--- config.mk ---
export PLATFORM = sky130hd
export DESIGN_NAME = clkdivbyn_prog
export DESIGN_NICKNAME = d
export VERILOG_FILES = /design/src/rtl/clkdivbyn_prog.sv
export SDC_FILE = /design/constraint.sdc
export NUM_CORES = 1
export LEC_CHECK = 0
export ABC_AREA = 1
export CELL_PAD_IN_SITES_DETAIL_PLACEMENT = 1
export CELL_PAD_IN_SITES_GLOBAL_PLACEMENT = 1
export CORE_MARGIN = 2
export CORE_UTILIZATION = 37
export DETAILED_ROUTE_END_ITERATION = 10
export MAX_ROUTING_LAYER = met4
export PLACE_DENSITY_LB_ADDON = 0.1
export REMOVE_ABC_BUFFERS = 1
export SYNTH_ARGS = -nofsm -noshare
export SYNTH_HDL_FRONTEND = slang
export SYNTH_SLANG_ARGS = --single-unit
--- constraint.sdc ---
create_clock -name clkin -period 2 [get_ports clkin]
set_input_delay 0.5 -clock clkin [delete_from_list [all_inputs] [get_ports clkin]]
set_output_delay 0.5 -clock clkin [all_outputs]
set_load 0.02 [all_outputs]
--- src/rtl/clkdivbyn_prog.sv ---
// -----------------------------------------------------------------------------
// clkdivbyn_prog
//   Runtime-programmable clock divider with 50% duty cycle for odd and even
//   divisors. N=1 passes clkin through (bypass), N=0 or en=0 parks the output
//   low. New divisor / enable values are only taken at period boundaries, so
//   the output never shows runt or stretched pulses (except when rstn is
//   asserted, which drops clkout immediately).
//
// Ports
//   clkin       in   source clock (posedge logic plus negedge shaping flops)
//   rstn        in   asynchronous active-low reset
//   en          in   divider run request
//   divbyvalue  in   requested divisor N (DIVW bits)
//   clkout      out  divided clock
//   tick        out  one-clkin-cycle strobe for the cycle clkout rises in
//   div_active  out  divisor currently applied
//   running     out  high while dividing or bypassing
// -----------------------------------------------------------------------------
`timescale 1ns / 1ps

module clkdivbyn_prog #(
  parameter int DIVW = 4
) (
  input  logic            clkin,
  input  logic            rstn,
  input  logic            en,
  input  logic [DIVW-1:0] divbyvalue,
  output logic            clkout,
  output logic            tick,
  output logic [DIVW-1:0] div_active,
  output logic            running
);

  localparam logic [DIVW-1:0] ZERO = '0;
  localparam logic [DIVW-1:0] ONE  = {{(DIVW-1){1'b0}}, 1'b1};

  typedef enum logic [1:0] {
    S_IDLE   = 2'd0,
    S_BYPASS = 2'd1,
    S_DIVIDE = 2'd2
  } state_t;

  state_t          state_q, state_d;
  logic [DIVW-1:0] cnt_q, cnt_d;
  logic [DIVW-1:0] div_q, div_d;
  logic            pos_q, pos_d;     // posedge phase flop
  logic            neg_q, neg_d;     // pos_q re-timed on negedge
  logic            byp_q, byp_d;     // negedge-registered bypass gate
  logic            tick_q, tick_d;

  logic            load;
  logic [DIVW-1:0] last_cnt;
  logic [DIVW-1:0] half_lo;

  always_comb begin
    last_cnt = div_q - ONE;
    half_lo  = div_q >> 1;
    // In IDLE every posedge is a load point; otherwise only the last
    // clkin cycle of the current period (always true in BYPASS, N=1).
    load     = (state_q == S_IDLE) || (cnt_q == last_cnt);

    state_d  = state_q;
    div_d    = div_q;
    cnt_d    = (state_q == S_DIVIDE) ? cnt_q + ONE : ZERO;

    if (load) begin
      cnt_d = ZERO;
      if (!en || (divbyvalue == ZERO)) begin
        // div_active keeps the last divisor that was actually run
        state_d = S_IDLE;
      end else begin
        div_d   = divbyvalue;
        state_d = (divbyvalue == ONE) ? S_BYPASS : S_DIVIDE;
      end
    end

    // pos_q lags cnt by one cycle, so clkout rises on the posedge after a
    // load. It is high for floor(N/2) cycles; for odd N the negedge copy
    // stretches the high phase by half a cycle to exactly N/2 while the
    // rising edge stays on a clkin posedge.
    pos_d  = (state_q == S_DIVIDE) && (cnt_q < half_lo);
    tick_d = (state_q == S_BYPASS) || ((state_q == S_DIVIDE) && (cnt_q == ZERO));
    neg_d  = pos_q;
    byp_d  = (state_q == S_BYPASS);
  end

  always_ff @(posedge clkin or negedge rstn) begin
    if (!rstn) begin
      state_q <= S_IDLE;
      cnt_q   <= ZERO;
      div_q   <= ZERO;
      pos_q   <= 1'b0;
      tick_q  <= 1'b0;
    end else begin
      state_q <= state_d;
      cnt_q   <= cnt_d;
      div_q   <= div_d;
      pos_q   <= pos_d;
      tick_q  <= tick_d;
    end
  end

  // Negedge flops: odd-divisor shaping and the bypass gate. The gate changes
  // only while clkin is low, so bypass entry and exit give whole pulses.
  always_ff @(negedge clkin or negedge rstn) begin
    if (!rstn) begin
      neg_q <= 1'b0;
      byp_q <= 1'b0;
    end else begin
      neg_q <= neg_d;
      byp_q <= byp_d;
    end
  end

  // neg_q has always fallen before div_q can change (load is at least half a
  // cycle after the high phase ends), so the odd select cannot glitch.
  assign clkout     = (clkin & byp_q) | pos_q | (neg_q & div_q[0]);
  assign tick       = tick_q;
  assign div_active = div_q;
  assign running    = (state_q != S_IDLE);

endmodule

==> results_dict.tcl <==
set metrics [dict create \
    async_flop_share_pct 100.0 \
    netlist_area_um2 802.0 \
    coreArea_um2 2002 \
    crit_start "neg_q" \
    syn_area_per_cell_um2 8.442 \
    worst_pin_slew_ns 0.2521 \
    setup_ws_ns -0.6823 \
    yosys-top-cells-count "28 x nand2_1, 12 x dfrtp_1, 10 x inv_1" \
    yosys_warnings 0 \
    fp.dieH_um 50.56 \
    p_per_area_nw_per_um2 543.1 \
    p_leak_uw 0.0005419 \
    ys_ff_latch 14 \
    grtUsageTotal_pct 18.48 \
    routedWlPerCell_um 12.03 \
    drive_above_1_share_pct 17.95 \
    slew_violations 0 \
    via_per_inst 4.861 \
    worstPathArrival_ns 2.18 \
    cts_tree "built" \
    portBuffers 13 \
    hp-start "state_q[0]" \
    antenna_found_initial 0 \
    drtIter0Drc 9 \
    cts_setup_buffers 0 \
    yosysSeqAreaShare_pct 43.68 \
    synth_edf_count 0 \
    setup_viol 1 \
    yosysTopAreaCell "dfrtp_1" \
    end_kind "primary output" \
    vias 700 \
    hold_viol 0 \
    yosysTopAreaCellShare_pct 37.44 \
    drc 0 \
    max-slew-margin-rel_pct 83.13 \
    max-cap-violations 0 \
    hold_path.class "reg -> reg" \
    synth_area_leaders "dfrtp_1 37%, nand2_1 13%, ha_1 7.8%, dfrtn_1 6.2%, nand3_1 5.0%" \
    path_max_fanout 1 \
    clk-insertion-delay-late_ns 0.40 \
    rsz0062_at_grt "true" \
    start_util_pct 40.06 \
    violations "setup timing" \
    r2r-start "div_active[0]" \
    max-vdd-ir-drop_mv 0.3101 \
    pin_count 14 \
    reg2reg_slack_ns 0.28 \
    hold_slack_ns 0.5058 \
    synthCells 95 \
    area_growth_pct 28.55 \
    ys_types 24 \
    criticalPathCategory "reg -> out" \
    num-nets-final 130 \
    die_w_um 50.56 \
    num_rows 16 \
    diodes 0 \
    gr-total-overflow 0 \
    drtAntennaViolNets 0 \
    synth.most_common_cell "nand2_1" \
    status "finished, violations left" \
    grt_pass1_wl_um 3049 \
    die_area_um2 2556 \
    grt_max_degree 11 \
    cp.required_ns 1.50 \
    drt_wl_total_um 1733 \
    synth_top_flop_cell "dfrtp_1" \
    place.gp.congestion 0.7782 \
    drt-pass1-iter-count 2 \
    clkTransAtPathRegs_ns 0.08 \
    grt_pass1_vias 719 \
    clock_skew_ns 0.01414 \
    ctsHoldBuffers 0 \
    final_util_pct 51.50 \
    dp_hpwl_um 1417 \
    start_kind "flip-flop" \
]
-- logic make-up after synthesis --
family          Yosys count  synth area share, %
compound gates            5                5.929
xor+xnor                  2                2.184
fa+ha+maj                 5                7.800
buf+inv                  13                6.085
flops                    14                43.68
simple gates             56                34.32
-- repair_timing --
action / in CTS / in global routing
gates resized for setup: 8 / 1
pin swaps: 1 / 0
setup endpoints to repair: 3 / 2
-- worst max-delay path, cell delays in order (launching register included) --
cell and delay (ns):
dfrtn_1 0.33, a221o_1 0.32, buf_6 0.13
-- cell type report --
type	count	area [µm²]
Tap cell	27	33.78
Timing Repair Buffer	14	135.1
Sequential cell	14	350.3
Multi-Input combinational cell	68	402.9
Inverter	13	48.80
Clock buffer	8	60.06
Fill cell	255	970.9
-- worst paths after layout --
check,cells after the start,endpoint
worst max-delay path,2,clkout
worst min-delay path,1,cnt_q[3]
worst max register to register,9,div_active[1]
worst min register to register,1,cnt_q[3]
max in group asynchronous,1,neg_q
min in group asynchronous,2,cnt_q[2]
-- routing by layer --
layer / vias to the layer above / routed length, µm / global-route usage (%)
li1: 348 / - / -
met1: 328 / 749 / 17.99
met2: 18 / 867 / 27.63
met3: 6 / 82 / 9.226
met4: 0 / 34 / 14.86
met5: - / 0 / -
-- where the power goes --
group	total, µW	internal (µW)	switching, µW
Sequential	283	283	0
Combinational	29.8	16.0	13.8
Clock	247	143	104
Total	560	442	118
-- placed cells by master, fill, tap and decap left out, types with 2 or more instances in the layout --
cell             Yosys  routed
dlygate4sd2_1        0       2
ha_1                 5       5
nor2_1               6       6
nand2_4              2       2
clkdlybuf4s50_1      0       9
clkbuf_4             0       6
inv_2                3       3
nor3_1               3       3
nand3_1              8       8
buf_4                0       2
nand2_2              2       2
nand3b_1             2       2
inv_1               10      10
dfrtp_1             12      12
nand2_1             28      28
dfrtn_1              2       2
-- registers in the layout, indices dropped and copies added, names as in the netlist --
| signal | cells |
|---|---|
| byp_q | 1 |
| cnt_q | 4 |
| div_active | 4 |
| neg_d | 1 |
| neg_q | 1 |
| state_q | 2 |
| tick | 1 |
-- metrics by stage --
| step | cell area [µm²] | total power, µW | cells | setup TNS [ns] | setup WS [ns] |
|---|---|---|---|---|---|
| floorplan | 802.0 | 295.4 | 95 | -0.2278 | -0.2278 |
| global placement | 980.9 | 318.5 | 137 | -0.6606 | -0.6606 |
| detailed placement | 980.9 | 319.1 | 137 | -0.6696 | -0.6696 |
| CTS | 1028 | 576.6 | 144 | -0.7080 | -0.7080 |
| global route | 1031 | 608.7 | 144 | -0.7436 | -0.7436 |
| finish | 1031 | 559.9 | 144 | -0.6823 | -0.6823 |
No activity file was read; power rests on OpenSTA's default activity.
